## src/rtl/align_shift_ctrl.sv

```systemverilog
// Alignment-shift sequencer: clamps exponent differences into shift amounts, drives the
// external shifter for one cycle, captures its result and derives the sticky bits.
module align_shift_ctrl #(
  parameter int DW    = 76,
  parameter int SHW   = 12,
  parameter int D_MAX = 76,
  parameter int S_MAX = 38
) (
  input  logic           clk,
  input  logic           rst,
  input  logic           req_valid,
  output logic           req_ready,
  input  logic [1:0]     req_mode,
  input  logic [DW-1:0]  req_data,
  input  logic [12:0]    req_diff_d,
  input  logic [7:0]     req_diff_hi,
  input  logic [7:0]     req_diff_lo,
  output logic [DW-1:0]  sh_in,
  output logic [2:0]     sh_cont,
  output logic [SHW-1:0] sh_amt,
  input  logic [DW-1:0]  sh_out,
  output logic           out_valid,
  input  logic           out_ready,
  output logic [DW-1:0]  out_data,
  output logic [1:0]     out_sticky,
  output logic           out_err
);

  localparam int       LW        = 37;
  localparam logic [2:0] CONT_QUIET = 3'b011;

  typedef enum logic [1:0] {S_IDLE, S_SHIFT, S_DONE} state_t;

  state_t          r_state, w_next;
  logic [DW-1:0]   r_sh_in;
  logic [2:0]      r_sh_cont;
  logic [SHW-1:0]  r_sh_amt;
  logic            w_accept, w_release;
  logic [SHW-1:0]  w_req_amt;
  logic [DW-1:0]   w_mask_d;
  logic [5:0]      w_amt_h, w_amt_l;
  logic [LW-1:0]   w_mask_h, w_mask_l;
  logic [1:0]      w_sticky;

  function automatic logic [SHW-1:0] clamp_d(input logic [12:0] d);
    if (d[12]) return '0;
    if (d[11:0] > 12'(D_MAX)) return SHW'(D_MAX);
    return SHW'(d[11:0]);
  endfunction

  function automatic logic [5:0] clamp_s(input logic [7:0] d);
    if (d[7]) return '0;
    if (d[6:0] > 7'(S_MAX)) return 6'(S_MAX);
    return d[5:0];
  endfunction

  always_ff @(posedge clk or posedge rst) begin
    if (rst) r_state <= S_IDLE;
    else     r_state <= w_next;
  end

  always_comb begin
    w_next = r_state;
    case (r_state)
      S_IDLE:  if (req_valid) w_next = S_SHIFT;
      S_SHIFT: w_next = S_DONE;
      S_DONE:  if (out_ready) w_next = S_IDLE;
      default: w_next = S_IDLE;
    endcase
  end

  always_comb begin
    req_ready = (r_state == S_IDLE) && !rst;
  end

  assign w_accept  = req_valid && req_ready;
  assign w_release = (r_state == S_DONE) && out_ready;

  always_comb begin
    w_req_amt = '0;
    case (req_mode)
      2'b00, 2'b10: w_req_amt = clamp_d(req_diff_d);
      2'b01:        w_req_amt = SHW'({clamp_s(req_diff_hi), clamp_s(req_diff_lo)});
      default:      w_req_amt = '0;
    endcase
  end

  // Masks select the bits that fall off the low end of the word / each lane.
  assign w_amt_h  = r_sh_amt[11:6];
  assign w_amt_l  = r_sh_amt[5:0];
  assign w_mask_d = (r_sh_amt >= SHW'(DW)) ? '1 : ((DW'(1) << r_sh_amt) - DW'(1));
  assign w_mask_h = (w_amt_h >= 6'(LW)) ? '1 : ((LW'(1) << w_amt_h) - LW'(1));
  assign w_mask_l = (w_amt_l >= 6'(LW)) ? '1 : ((LW'(1) << w_amt_l) - LW'(1));

  always_comb begin
    w_sticky = '0;
    case (r_sh_cont)
      3'b000, 3'b010: w_sticky[0] = |(r_sh_in & w_mask_d);
      3'b001:         w_sticky = {|(r_sh_in[74:38] & w_mask_h), |(r_sh_in[36:0] & w_mask_l)};
      default:        w_sticky = '0;
    endcase
  end

  // Shifter controls reset to the idle-quiet code so the shifter outputs 0 outside an op.
  always_ff @(posedge clk or posedge rst) begin
    if (rst) begin
      r_sh_in    <= '0;
      r_sh_cont  <= CONT_QUIET;
      r_sh_amt   <= '0;
      out_valid  <= 1'b0;
      out_data   <= '0;
      out_sticky <= '0;
      out_err    <= 1'b0;
    end else begin
      if (w_accept) begin
        r_sh_in   <= req_data;
        r_sh_cont <= {1'b0, req_mode};
        r_sh_amt  <= w_req_amt;
      end else if (w_release) begin
        r_sh_in   <= '0;
        r_sh_cont <= CONT_QUIET;
        r_sh_amt  <= '0;
      end
      if (r_state == S_SHIFT) begin
        out_data   <= (r_sh_cont == CONT_QUIET) ? '0 : sh_out;
        out_sticky <= w_sticky;
        out_err    <= (r_sh_cont == CONT_QUIET);
        out_valid  <= 1'b1;
      end else if (w_release) begin
        out_valid <= 1'b0;
        out_err   <= 1'b0;
      end
    end
  end

  assign sh_in   = r_sh_in;
  assign sh_cont = r_sh_cont;
  assign sh_amt  = r_sh_amt;

endmodule

```

## config.mk

```make
export PLATFORM = sky130hd
export DESIGN_NAME = align_shift_ctrl
export DESIGN_NICKNAME = d
export VERILOG_FILES = /design/src/rtl/align_shift_ctrl.sv
export SDC_FILE = /design/constraint.sdc
export NUM_CORES = 1
export LEC_CHECK = 0
export CAP_MARGIN = 25
export CORE_MARGIN = 2
export CORE_UTILIZATION = 35
export CTS_CLUSTER_DIAMETER = 50
export CTS_CLUSTER_SIZE = 16
export DETAILED_ROUTE_END_ITERATION = 10
export MAX_ROUTING_LAYER = met4
export PLACE_DENSITY = 0.66
export SLEW_MARGIN = 20
export SYNTH_ARGS = -nofsm -noshare
export SYNTH_HDL_FRONTEND = slang
export SYNTH_SLANG_ARGS = --single-unit
```

## constraint.sdc

```tcl
create_clock -name clk -period 5.5 [get_ports clk]
set_input_delay 1.1 -clock clk [delete_from_list [all_inputs] [get_ports clk]]
set_output_delay 1.1 -clock clk [all_outputs]
set_load 0.02 [all_outputs]
```

==> impl_metrics.json <==
{
  "status": "complete, no violations",
  "cts_buffer_depth": 2,
  "grt_pass1_vias": 12247,
  "cp_max_fo": 22,
  "initial_core_util_pct": 35.2,
  "yosys_most_used_dff": "dfrtp_1",
  "grt_usage_pct": 35.4,
  "drv_cap": 0,
  "yosysWarnings": 0,
  "avgViaCountPerCell": 6.35,
  "post_drt_wl_per_cell_um": 28.5,
  "ys_seq_area_share_pct": 40.3,
  "setup_viol": 0,
  "grt_pass1_wl_mm": 80.5,
  "ys_top_cells_by_area": "dfrtp_1, a22o_1, o21ai_0, a21oi_1, nand2_1",
  "post-route-period-util_pct": 80.5,
  "cts_tree": "done",
  "die_w_um": 179,
  "post_cts_resized": 0,
  "syn_area_um2": 10700,
  "syn_inst": 1219,
  "grt_max_degree": 82,
  "row_count": 64,
  "slowest_delay_ns": 0.72,
  "cts_made_buffers": 17,
  "postCtsSetupRepairBufs": 0,
  "cp-end-kind": "flop",
  "crit_buf_inv": 1,
  "multiInputGateArea_um2": 5910,
  "wl_mm": 55.6,
  "synth.distinct_cells": 90,
  "hpwlAfterDp_mm": 41.5,
  "power_mw": 9.33,
  "grt_overflow_total": 0,
  "arrival_ns": 4.75,
  "cp_slowest_cell": "ha_1",
  "tightest_slew_ns": 1.02,
  "crit_path_frequent_cell": "a2111oi_0",
  "critical_path.top_delay_family": "simple AND/OR/NAND/NOR gates",
  "die_h_um": 179,
  "ff_latch_area_um2": 4310,
  "dieArea_um2": 32000,
  "drv_slew": 0,
  "powerDensity_nw_per_um2": 606,
  "cts_sinks": 172,
  "htreeDepth": 4,
  "drcViolationCount": 0,
  "rsz0062_at_grt": "no",
  "holdBufCountCts": 0,
  "cts_root_buf": "clkbuf_16",
  "synth_edf_count": 0,
  "fillers": 2904,
  "dr_total_vias": 12378,
  "synthToLayoutAreaGrowth_pct": 43.9,
  "power_leakage_nw": 6.18,
  "drive_above_1_share_pct": 7.61,
  "synth.avg_cell_area_um2": 8.78,
  "port_buffers": 357,
  "core-area_um2": 30300,
  "start_kind": "flop",
  "hp-class": "reg -> reg",
  "synth_seq_cells": 172,
  "drtIter0Drc": 1243,
  "finalHoldViolCount": 0,
  "synth_nets": 1409,
  "gp_congestion": 1.05,
  "drtPass1Iterations": 6,
  "peakVddDrop_mv": 0.262,
  "synth_top_area_share_pct": 39.8,
  "synthArstFlopShare_pct": 100,
  "fmax_mhz": 226,
  "path_cells": "nand2b_1, buf_4, nor2_1, nand2_1, ha_1, nor4bb_1, a21oi_1, nor3_1, a2111oi_0, a2111oi_0, and4_1, a41oi_1, nor4_1, a31oi_1",
  "clkTransAtPathRegs_ns": 0.08,
  "critPathKind": "reg -> reg",
  "setup-tns-final_ns": 0,
  "antenna_left": 0,
  "slew-limit-headroom_pct": 31.7,
  "antenna_found_initial": 1,
  "cp_data_required_time_ns": 5.83,
  "post-synth-top-area-cell": "dfrtp_1",
  "num_io_pins": 359,
  "clkLatencyLatePin_ns": 0.46,
  "layout_min_cycle_time_ns": 4.43,
  "layout.nets": 1728,
  "fin_skew_ns": 0.0177
}
## registers in the layout, indices dropped and copies added (netlist names)
signal / flops
sh_amt: 12
out_valid: 1
out_sticky: 2
sh_in: 76
sh_cont: 2
r_state: 2
out_data: 76
out_err: 1
## layout make-up
type / instances / area share (%)
Sequential cell: 172 / 28.0
Tap cell: 396 / 3.22
Inverter: 20 / 0.512
Timing Repair Buffer: 408 / 25.9
Clock inverter: 13 / 1.15
Clock buffer: 19 / 2.88
Multi-Input combinational cell: 919 / 38.4
Antenna cell: 1 / 0.0163
## report_power, final
| group | total [mW] | switching (mW) | internal, mW |
|---|---|---|---|
| registers | 2.39 | 0.691 | 1.70 |
| logic | 5.63 | 3.34 | 2.30 |
| clock network | 1.31 | 0.600 | 0.705 |
## path summary, 6_finish.rpt
| check | slack [ns] | end | from | depth (start not counted) |
|---|---|---|---|---|
| min reg2reg | 0.50 | out_data[8] | out_data[8] | 1 |
| max in group asynchronous | 3.13 | sh_in[18] | rst | 5 |
| min | 0.50 | out_data[8] | out_data[8] | 1 |
| max reg2reg | 1.07 | out_sticky[0] | sh_amt[1] | 14 |
| max | 1.07 | out_sticky[0] | sh_amt[1] | 14 |
| min in group asynchronous | 1.23 | out_data[7] | rst | 3 |
## routing by layer
| metal | share of wire, % | track usage [%] |
|---|---|---|
| met5 | 0 | - |
| met4 | 5.8 | 18.9 |
| met3 | 8.7 | 7.19 |
| met2 | 45 | 53.9 |
| met1 | 40 | 44.3 |
## stage by stage
stage	cells	instance area, µm²	hold WS (ns)	worst slack, ns	utilization, %
after detailed placement	1913	14700	0.490	1.21	48.6
after global placement	1913	14700	0.488	1.26	48.6
after global routing	1948	15400	0.527	0.786	50.7
after floorplan	1219	10700	0.518	0.330	-
after CTS	1945	15400	0.511	1.20	50.6
final	1948	15400	0.502	1.07	50.7
## layout by cell type (no fill, tap or decap), drive strengths merged, types with 12 or more instances in the layout
| cell | n |
|---|---|
| clkdlybuf4s50 | 357 |
| dfrtp | 170 |
| a22o | 147 |
| o21ai | 106 |
| nand2 | 101 |
| nor2 | 92 |
| a21oi | 81 |
| buf | 50 |
| nand3 | 38 |
| nor3 | 31 |
| inv | 26 |
| o22ai | 21 |
| clkbuf | 20 |
| nor4 | 19 |
| nand2b | 16 |
| a31oi | 15 |
| nand4 | 13 |
| nor2b | 12 |
## cell usage after synthesis (5+ instances only)
library cell  instances
o21a_1                6
a22oi_1               5
nand2b_1             16
xnor2_1               9
or2_2                 7
nand4_1              12
a21oi_1              80
buf_1                15
a31oi_1              15
nor2b_1              12
nor3b_1               9
o22ai_1              21
nand3_1              38
and4_1                7
a221o_1               5
mux2i_1               6
or3_1                 8
nor4_1               16
o2111ai_1             7
o21ai_0             103
a2111oi_0             7
clkbuf_1             75
buf_2                14
a21o_1               10
dfrtp_1             170
nor2_1               91
o311ai_0              5
and2_1                9
a22o_1              147
inv_1                18
a211oi_1             11
o31ai_1              10
o211ai_1             11
and3_1                6
a211o_1               8
nor3_1               29
nand2_1             100
a32oi_1               5
## kinds of logic (layout without fill, tap and decap cells)
group,Yosys count,after routing,share of synthesized area (%)
compound gates,513,513,34.4
xor+xnor,11,11,0.901
fa+ha+maj,4,4,0.444
buf+inv,128,460,4.90
flops,172,172,40.3
mux,8,8,0.772
other cells,1,2,0.0351
simple gates,382,382,18.3
No activity file was read; power rests on OpenSTA's default activity.
